## src/rtl/bias_fetch_scheduler_if.sv

```systemverilog
// Bundles the loader write port, the single-port bias BRAM port and the bias stream to the PE array.
// The scheduler takes the master view; the environment (loader, BRAM, consumer) takes the slave view.
interface bias_fetch_scheduler_if #(
    parameter int DW = 32,
    parameter int AW = 9
);
    logic          wr_req;
    logic [AW-1:0] wr_addr;
    logic [DW-1:0] wr_data;
    logic          wr_grant;

    logic          bram_en;
    logic          bram_we;
    logic [AW-1:0] bram_addr;
    logic [DW-1:0] bram_wdata;
    logic [DW-1:0] bram_rdata;

    logic [DW-1:0] bias_out;
    logic [11:0]   bias_ch;
    logic          bias_valid;
    logic          bias_ready;

    modport master (
        input  wr_req, wr_addr, wr_data, bram_rdata, bias_ready,
        output wr_grant, bram_en, bram_we, bram_addr, bram_wdata,
               bias_out, bias_ch, bias_valid
    );

    modport slave (
        output wr_req, wr_addr, wr_data, bram_rdata, bias_ready,
        input  wr_grant, bram_en, bram_we, bram_addr, bram_wdata,
               bias_out, bias_ch, bias_valid
    );
endinterface

```

## src/rtl/bias_fetch_scheduler.sv

```systemverilog
// Fetches channel biases 0..N-1 from a shared single-port BRAM into a credit-limited prefetch FIFO,
// yielding the port to loader writes, and pulses layer_done once the last bias has been consumed.
module bias_fetch_scheduler #(
    parameter int BRAM_DATA_WIDTH    = 32,
    parameter int BRAM_ADDRESS_WIDTH = 9,
    parameter int FIFO_DEPTH         = 4
) (
    input  logic        clk,
    input  logic        rst,
    input  logic        start,
    input  logic [11:0] ch_size,
    output logic        busy,
    output logic        layer_done,
    bias_fetch_scheduler_if.master bus
);
    localparam int CW = $clog2(FIFO_DEPTH);

    typedef enum logic [1:0] {IDLE, RUN, DRAIN} state_t;

    state_t      state_q;
    logic [11:0] n_q, issued_q, delivered_q;
    logic        v1_q, v2_q;
    logic [11:0] ch1_q, ch2_q;
    logic        layer_done_q;

    logic [BRAM_DATA_WIDTH-1:0] fifo_data_q [FIFO_DEPTH];
    logic [11:0]                fifo_ch_q   [FIFO_DEPTH];
    logic [CW-1:0]              wr_ptr_q, rd_ptr_q;
    logic [CW:0]                cnt_q;

    logic          rd_issue;
    logic          push, pop;
    logic [CW+1:0] used_w;

    // Credits: every read in the pipe already owns a FIFO slot.
    assign used_w   = {1'b0, cnt_q} + (CW+2)'(v1_q) + (CW+2)'(v2_q);
    assign rd_issue = (state_q == RUN) && !bus.wr_req && (issued_q < n_q)
                      && (used_w < (CW+2)'(FIFO_DEPTH));
    assign push     = v2_q;
    assign pop      = (cnt_q != '0) && bus.bias_ready;

    assign bus.wr_grant   = bus.wr_req;
    assign bus.bram_en    = bus.wr_req | rd_issue;
    assign bus.bram_we    = bus.wr_req;
    assign bus.bram_addr  = bus.wr_req ? bus.wr_addr : issued_q[BRAM_ADDRESS_WIDTH-1:0];
    assign bus.bram_wdata = bus.wr_data;

    assign bus.bias_valid = (cnt_q != '0);
    assign bus.bias_out   = bus.bias_valid ? fifo_data_q[rd_ptr_q] : '0;
    assign bus.bias_ch    = bus.bias_valid ? fifo_ch_q[rd_ptr_q] : '0;
    assign busy           = (state_q != IDLE);
    assign layer_done     = layer_done_q;

    always_ff @(posedge clk) begin
        if (push) begin
            fifo_data_q[wr_ptr_q] <= bus.bram_rdata;
            fifo_ch_q[wr_ptr_q]   <= ch2_q;
        end
    end

    always_ff @(posedge clk) begin
        if (rst) begin
            state_q      <= IDLE;
            n_q          <= '0;
            issued_q     <= '0;
            delivered_q  <= '0;
            v1_q         <= 1'b0;
            v2_q         <= 1'b0;
            ch1_q        <= '0;
            ch2_q        <= '0;
            wr_ptr_q     <= '0;
            rd_ptr_q     <= '0;
            cnt_q        <= '0;
            layer_done_q <= 1'b0;
        end else begin
            layer_done_q <= 1'b0;
            v1_q         <= rd_issue;
            v2_q         <= v1_q;
            ch2_q        <= ch1_q;
            if (rd_issue) begin
                ch1_q    <= issued_q;
                issued_q <= issued_q + 12'd1;
            end
            if (push) wr_ptr_q <= wr_ptr_q + 1'b1;
            if (pop) begin
                rd_ptr_q    <= rd_ptr_q + 1'b1;
                delivered_q <= delivered_q + 12'd1;
            end
            case ({push, pop})
                2'b10:   cnt_q <= cnt_q + 1'b1;
                2'b01:   cnt_q <= cnt_q - 1'b1;
                default: cnt_q <= cnt_q;
            endcase

            case (state_q)
                IDLE: begin
                    if (start) begin
                        if (ch_size != 12'd0) begin
                            n_q         <= ch_size;
                            issued_q    <= '0;
                            delivered_q <= '0;
                            state_q     <= RUN;
                        end else begin
                            layer_done_q <= 1'b1;
                        end
                    end
                end
                RUN: begin
                    if (issued_q == n_q) state_q <= DRAIN;
                end
                DRAIN: begin
                    if (delivered_q == n_q) begin
                        layer_done_q <= 1'b1;
                        state_q      <= IDLE;
                    end
                end
                default: state_q <= IDLE;
            endcase
        end
    end
endmodule
```

## src/flat_wrapper.sv

```systemverilog
// flat-port wrapper written by rule: the top's interface ports become plain ports
module bias_fetch_scheduler_flat 
#(
    parameter int BRAM_DATA_WIDTH    = 32,
    parameter int BRAM_ADDRESS_WIDTH = 9,
    parameter int FIFO_DEPTH         = 4
)
  (clk, rst, start, ch_size, busy, layer_done, bus_wr_req, bus_wr_addr, bus_wr_data, bus_bram_rdata, bus_bias_ready, bus_wr_grant, bus_bram_en, bus_bram_we, bus_bram_addr, bus_bram_wdata, bus_bias_out, bus_bias_ch, bus_bias_valid);
  bias_fetch_scheduler_if bus_i ();
  input  logic clk;
  input  logic rst;
  input  logic start;
  input  logic [11:0] ch_size;
  output logic busy;
  output logic layer_done;
  input wire logic [$bits(bus_i.wr_req)-1:0] bus_wr_req;
  input wire logic [$bits(bus_i.wr_addr)-1:0] bus_wr_addr;
  input wire logic [$bits(bus_i.wr_data)-1:0] bus_wr_data;
  input wire logic [$bits(bus_i.bram_rdata)-1:0] bus_bram_rdata;
  input wire logic [$bits(bus_i.bias_ready)-1:0] bus_bias_ready;
  output wire logic [$bits(bus_i.wr_grant)-1:0] bus_wr_grant;
  output wire logic [$bits(bus_i.bram_en)-1:0] bus_bram_en;
  output wire logic [$bits(bus_i.bram_we)-1:0] bus_bram_we;
  output wire logic [$bits(bus_i.bram_addr)-1:0] bus_bram_addr;
  output wire logic [$bits(bus_i.bram_wdata)-1:0] bus_bram_wdata;
  output wire logic [$bits(bus_i.bias_out)-1:0] bus_bias_out;
  output wire logic [$bits(bus_i.bias_ch)-1:0] bus_bias_ch;
  output wire logic [$bits(bus_i.bias_valid)-1:0] bus_bias_valid;
  assign bus_i.wr_req = bus_wr_req;
  assign bus_i.wr_addr = bus_wr_addr;
  assign bus_i.wr_data = bus_wr_data;
  assign bus_i.bram_rdata = bus_bram_rdata;
  assign bus_i.bias_ready = bus_bias_ready;
  assign bus_wr_grant = bus_i.wr_grant;
  assign bus_bram_en = bus_i.bram_en;
  assign bus_bram_we = bus_i.bram_we;
  assign bus_bram_addr = bus_i.bram_addr;
  assign bus_bram_wdata = bus_i.bram_wdata;
  assign bus_bias_out = bus_i.bias_out;
  assign bus_bias_ch = bus_i.bias_ch;
  assign bus_bias_valid = bus_i.bias_valid;
  bias_fetch_scheduler #(.BRAM_DATA_WIDTH(BRAM_DATA_WIDTH), .BRAM_ADDRESS_WIDTH(BRAM_ADDRESS_WIDTH), .FIFO_DEPTH(FIFO_DEPTH)) u_core (.clk(clk), .rst(rst), .start(start), .ch_size(ch_size), .busy(busy), .layer_done(layer_done), .bus(bus_i));
endmodule
```

## config.mk

```make
export PLATFORM = sky130hd
export DESIGN_NAME = bias_fetch_scheduler_flat
export DESIGN_NICKNAME = d
export VERILOG_FILES = /design/src/rtl/bias_fetch_scheduler_if.sv /design/src/rtl/bias_fetch_scheduler.sv /design/src/flat_wrapper.sv
export SDC_FILE = /design/constraint.sdc
export NUM_CORES = 1
export LEC_CHECK = 0
export ABC_CLOCK_PERIOD_IN_PS = 3000
export CORE_MARGIN = 3
export CORE_UTILIZATION = 29
export DETAILED_ROUTE_END_ITERATION = 16
export PLACE_DENSITY = 0.48
export SYNTH_ARGS = -nofsm -noshare
export SYNTH_HDL_FRONTEND = slang
export SYNTH_SLANG_ARGS = --single-unit
```

## constraint.sdc

```tcl
create_clock -name clk -period 3 [get_ports clk]
set_input_delay 0.6 -clock clk [delete_from_list [all_inputs] [get_ports clk]]
set_output_delay 0.6 -clock clk [all_outputs]
set_load 0.01 [all_outputs]
```

[After elaboration in Yosys (flattened, before gate mapping)]
Memories as Yosys holds them, arrays and structs flattened. A register that Yosys moved wholly into a read port is not among the register bits.
Index checks and enable logic that the tools add are counted.
Word-level totals
  register bits after elaboration: 72
  memory bits (writable): 176
  bits of input ports: 90
  logic and storage cells: 74
  memories: 2
Memory list
  u_core.fifo_data_q: depth 4, bits a word 32, rd ports 1, clocked after memory_dff 1, write ports 1, line bias_fetch_scheduler.sv:26  | logic [BRAM_DATA_WIDTH-1:0] fifo_data_q [FIFO_DEPTH];
  u_core.fifo_ch_q: depth 4, bits a word 12, rd ports 1, clocked after memory_dff 1, write ports 1, line bias_fetch_scheduler.sv:27  | logic [11:0] fifo_ch_q [FIFO_DEPTH];
Operators by class
  $add $sub $neg: 8
  magnitude comparators: 2
  eq/ne operators: 10
  multiplexer cells: 27
  bitwise operators: 1
  reduce and logical (&&, ||, !) cells: 12
Operators by type and width (count)
  $mux W12: 9
  $mux W32: 1
  $add A12 B1 Y12 const B: 2
  $eq A12 B12 Y1: 2
  $mux W2: 8
  $lt A12 B12 Y1: 1
  $reduce_bool A12 Y1: 1
  $mux W9: 1
  $pmux W2 S3: 1
  $pmux W3 S2: 1
  $mux W1: 5
  $add A2 B1 Y2 const B: 2
  $add A3 B1 Y4: 1
  $add A4 B1 Y4: 1
  $eq A2 B1 Y1 const B: 2
  $eq A2 B2 Y1 const B: 2
  $logic_and A1 B1 Y1: 4
  $lt A4 B3 Y1 const B: 1
  $ne A2 B1 Y1 const B: 2
  $ne A2 B2 Y1 const B: 2
  $reduce_and A4 Y1: 1
  $reduce_bool A2 Y1: 2
  $add A3 B1 Y3 const B: 1
  $reduce_and A3 Y1: 1
  other kinds (6): 6

[Logic depth before layout (Yosys ltp)]
  depth in word-level cells: 8
  gate-level depth with buffers: 9

[Worst setup path after synthesis]
No wires, ideal clock.
  kind: register to output
  start point: register u_core.issued_q[7]
  end point: output bus_bram_en
  arrival: 2050 ps
  data required time: 2400 ps
  path slack: 350 ps
  stages on the path, launching flop included: 7
  cell sequence: dfxtp_1 > ha_1 > a41oi_1 > o21ai_1 > a2111oi_1 > clkbuf_1 > a21o_1
Between the ends
  cells in the longest elaborated chain, start to end: 4
Ends and longest elaborated chain
  start, declared: line bias_fetch_scheduler.sv:21  | logic [11:0] n_q, issued_q, delivered_q;
  start signal, assigned: line bias_fetch_scheduler.sv:82  | issued_q <= issued_q + 12'd1;
  $lt A12 B12 Y1: line bias_fetch_scheduler.sv:37  | assign rd_issue = (state_q == RUN) && !bus.wr_req && (issued_q < n_q)
  $logic_and A1 B1 Y1: line bias_fetch_scheduler.sv:37
  $logic_and A1 B1 Y1: line bias_fetch_scheduler.sv:38  | && (used_w < (CW+2)'(FIFO_DEPTH));
  $or A1 B1 Y1: line bias_fetch_scheduler.sv:43  | assign bus.bram_en = bus.wr_req | rd_issue;
  end, declared: line flat_wrapper.sv:22  | output wire logic [$bits(bus_i.bram_en)-1:0] bus_bram_en;
Every way passes these cells.

==> impl_metrics.json <==
{
  "cp-start-kind": "flip-flop",
  "setup_viol": 0,
  "syn_avg_cell_area_um2": 14.5,
  "path_cells": "buf_12 -> mux4_2 -> and2_1 -> clkdlybuf4s50_1",
  "clock_sinks": 250,
  "ant_nets": 0,
  "placed_cells": 1244,
  "cap_violations": 0,
  "grtUsageMet2_pct": 18.0,
  "use_met1_pct": 16.5,
  "gp_congestion": 0.755,
  "n_antenna_cell": 0,
  "worst_path_largest_cell_delay_ns": 0.49,
  "fin_crit_sh_pct": 97.6,
  "busiest_layer": "met2",
  "grt_pass1_wl_um": 35000,
  "power_mw": 7.48,
  "final_cells": 1310,
  "drv_slew": 0,
  "cts_tree": "built",
  "cellPowerDensity_nw_per_um2": 574,
  "setup_ws_ns": 0.0731,
  "synth_seq_area_share_pct": 65.2,
  "synthArstFlopShare_pct": 0,
  "crit_slowest_cell": "clkdlybuf4s50_1",
  "syn_inst": 716,
  "cp_top_family": "buffers and inverters",
  "vdd_drop_max_uv": 429,
  "drt_iter0_drc": 269,
  "port_buffers": 116,
  "h-tree-depth": 1,
  "synthTopCellsByArea": "edfxtp_1, dfxtp_1, mux4_2, and2_1, buf_4",
  "yosysWarnings": 0,
  "drtPass1Iterations": 4,
  "avgViaCountPerCell": 4.61,
  "finalHoldViolCount": 0,
  "met3_usage_pct": 2.48,
  "synth_edf_count": 176,
  "drcViolationCount": 0,
  "io_pins": 181,
  "die_h_um": 195,
  "finalClockSkew_ns": 0.0195,
  "fmax_ghz": 0.342,
  "fin_nets": 948,
  "dr_total_vias": 6037,
  "wire_per_inst_um": 17.2,
  "end_kind": "primary output",
  "wl_um": 22600,
  "arrival_ns": 2.33,
  "syn_nets": 827,
  "gr-usage-all-layers_pct": 11.5,
  "cts_root_buffer": "clkbuf_16",
  "max_slew.worst_pin.slew_ns": 0.618,
  "start_util_pct": 29.7,
  "cp.required_ns": 2.40,
  "clockBufferDepth": 3,
  "cts-buffers-inserted": 27,
  "synth_common_cells": "edfxtp_1, dfxtp_1, and2_1, a21oi_1, nor2_1",
  "slew_headroom_pct": 58.8,
  "insertion_delay_ns": 0.52,
  "clk_pin_slew_ns": 0.06,
  "core_area_um2": 34900,
  "ys_ff_latch": 250,
  "rows": 68,
  "antenna_found_initial": 0,
  "worstSetupPathType": "reg2out",
  "grt_max_degree": 46,
  "synth_area_leader_cell": "edfxtp_1",
  "fp.dieArea_um2": 38100,
  "finalCriticalPeriod_ns": 2.93,
  "cp_num_buf_inv": 2,
  "yosysTopAreaCellShare_pct": 51.0,
  "hpwl_um": 14300,
  "drive_gt1_share_pct": 17.9,
  "run_status": "finished, final reports clean",
  "path_max_fanout": 9,
  "yosysMostFrequentCell": "edfxtp_1",
  "netlist_area_um2": 10400,
  "hold_path.class": "reg2reg",
  "overflow": 0,
  "p_leak_nw": 4.47,
  "netlist-cell-type-count": 44,
  "preCtsSetupSlack_ns": 0.0105,
  "die_w_um": 195,
  "ys.flop_type": "edfxtp_1",
  "grt_pass1_vias": 6008,
  "areaGrowthSynthToFinish_pct": 25.7
}
==> final timing paths <==
kind / cells after the start / start / end / slack, ns
setup / recovery: 4 / flip-flop / bus_bias_out[7] / 0.07
hold / removal: 1 / u_core.ch1_q[2]$_SDFFE_PP0P_ / u_core.ch2_q[2]$_SDFF_PP0_ / 0.46
setup reg to reg: 8 / u_core.n_q[7]$_SDFFE_PP0P_ / u_core.issued_q[10]$_SDFF_PP0_ / 0.54
hold reg to reg: 1 / u_core.ch1_q[2]$_SDFFE_PP0P_ / u_core.ch2_q[2]$_SDFF_PP0_ / 0.46
==> routing by layer <==
metal	vias up	wire (um)
met4	0	350
li1	2879	-
met5	-	0
met3	28	1330
met2	169	10300
met1	2961	10600
==> per-stage QoR <==
step / area (um2) / TNS [ns] / hold slack (ns) / util (%)
finish: 13000 / 0 / 0.460 / 37.4
CTS: 12900 / -0.0727 / 0.462 / 36.9
global route: 13000 / -0.00135 / 0.471 / 37.4
detailed placement: 12100 / 0 / 0.450 / 34.6
floorplan: 10400 / 0 / 0.431 / -
global placement: 12100 / 0 / 0.448 / 34.6
==> area by class of cell <==
cell class	instances	area [um2]
Clock buffer	35	716
Clock inverter	12	90.1
Fill cell	3358	21800
Inverter	22	82.6
Multi-Input combinational cell	374	3160
Sequential cell	250	6770
Tap cell	455	569
Timing Repair Buffer	162	1650
==> cells by family after synthesis <==
kind of cell    Yosys count  share of synthesized area [%]
compound gates           89                           5.04
xor+xnor                 25                           2.11
fa+ha+maj                21                           2.61
buf+inv                  92                           4.66
flops                   250                           65.2
mux                      54                           10.6
simple gates            185                           9.74
==> sequential cells by signal, summed over array words and instances (netlist names), named ones only <==
register and flops:
u_core.push 1, u_core.rd_ptr_q 2, u_core.state_q 2, u_core.cnt_q 3, u_core.n_q 12, u_core.layer_done 1
u_core.ch2_q 12, u_core.ch1_q 12, u_core.fifo_ch_q 48, u_core.issued_q 12, u_core.v1_q 1, u_core.delivered_q 12
u_core.fifo_data_q 128, u_core.wr_ptr_q 2
==> worst reg2reg max path: cells and delay by family (launching register included) <==
family	cells	cell delay, ns
simple gates	1	0.51
fa+ha+maj	1	0.30
flops	1	0.34
buf+inv	2	0.25
compound gates	4	1.00
==> power by group <==
| part | switching [mW] | leakage, nW | internal, mW |
|---|---|---|---|
| Combinational | 0.336 | 1.91 | 0.352 |
| Sequential | 0.0296 | 2.17 | 3.71 |
| Clock | 1.29 | 0.391 | 1.76 |
| Total | 1.66 | 4.47 | 5.82 |
==> cell usage in the layout, fill, tap and decap left out, drive strengths merged, types with 3 or more instances in the layout <==
cell             n
nor2b           14
inv             22
ha              20
nor4             3
nand3           19
mux4            44
o21ai           21
clkbuf          36
mux2i            3
dfxtp           74
xor2             8
o31ai           10
nand2           14
edfxtp         176
buf             47
mux2             7
nor2            45
clkdlybuf4s50   88
and2            48
clkinv           9
or4             10
xnor2           17
dlygate4sd2     18
nor3             5
dlymetal6s2s     8
or3              5
or2              3
nand4           10
and3             4
a21oi           46
==> what timing repair did <==
action / 4_1_cts / 5_1_grt
resized for setup: 22 / 16
hold buffers: 0 / 0
pin swaps: 1 / 0
buffers inserted: 3 / 16
setup endpoints to repair: 37 / 25
No activity file was read; power rests on OpenSTA's default activity.
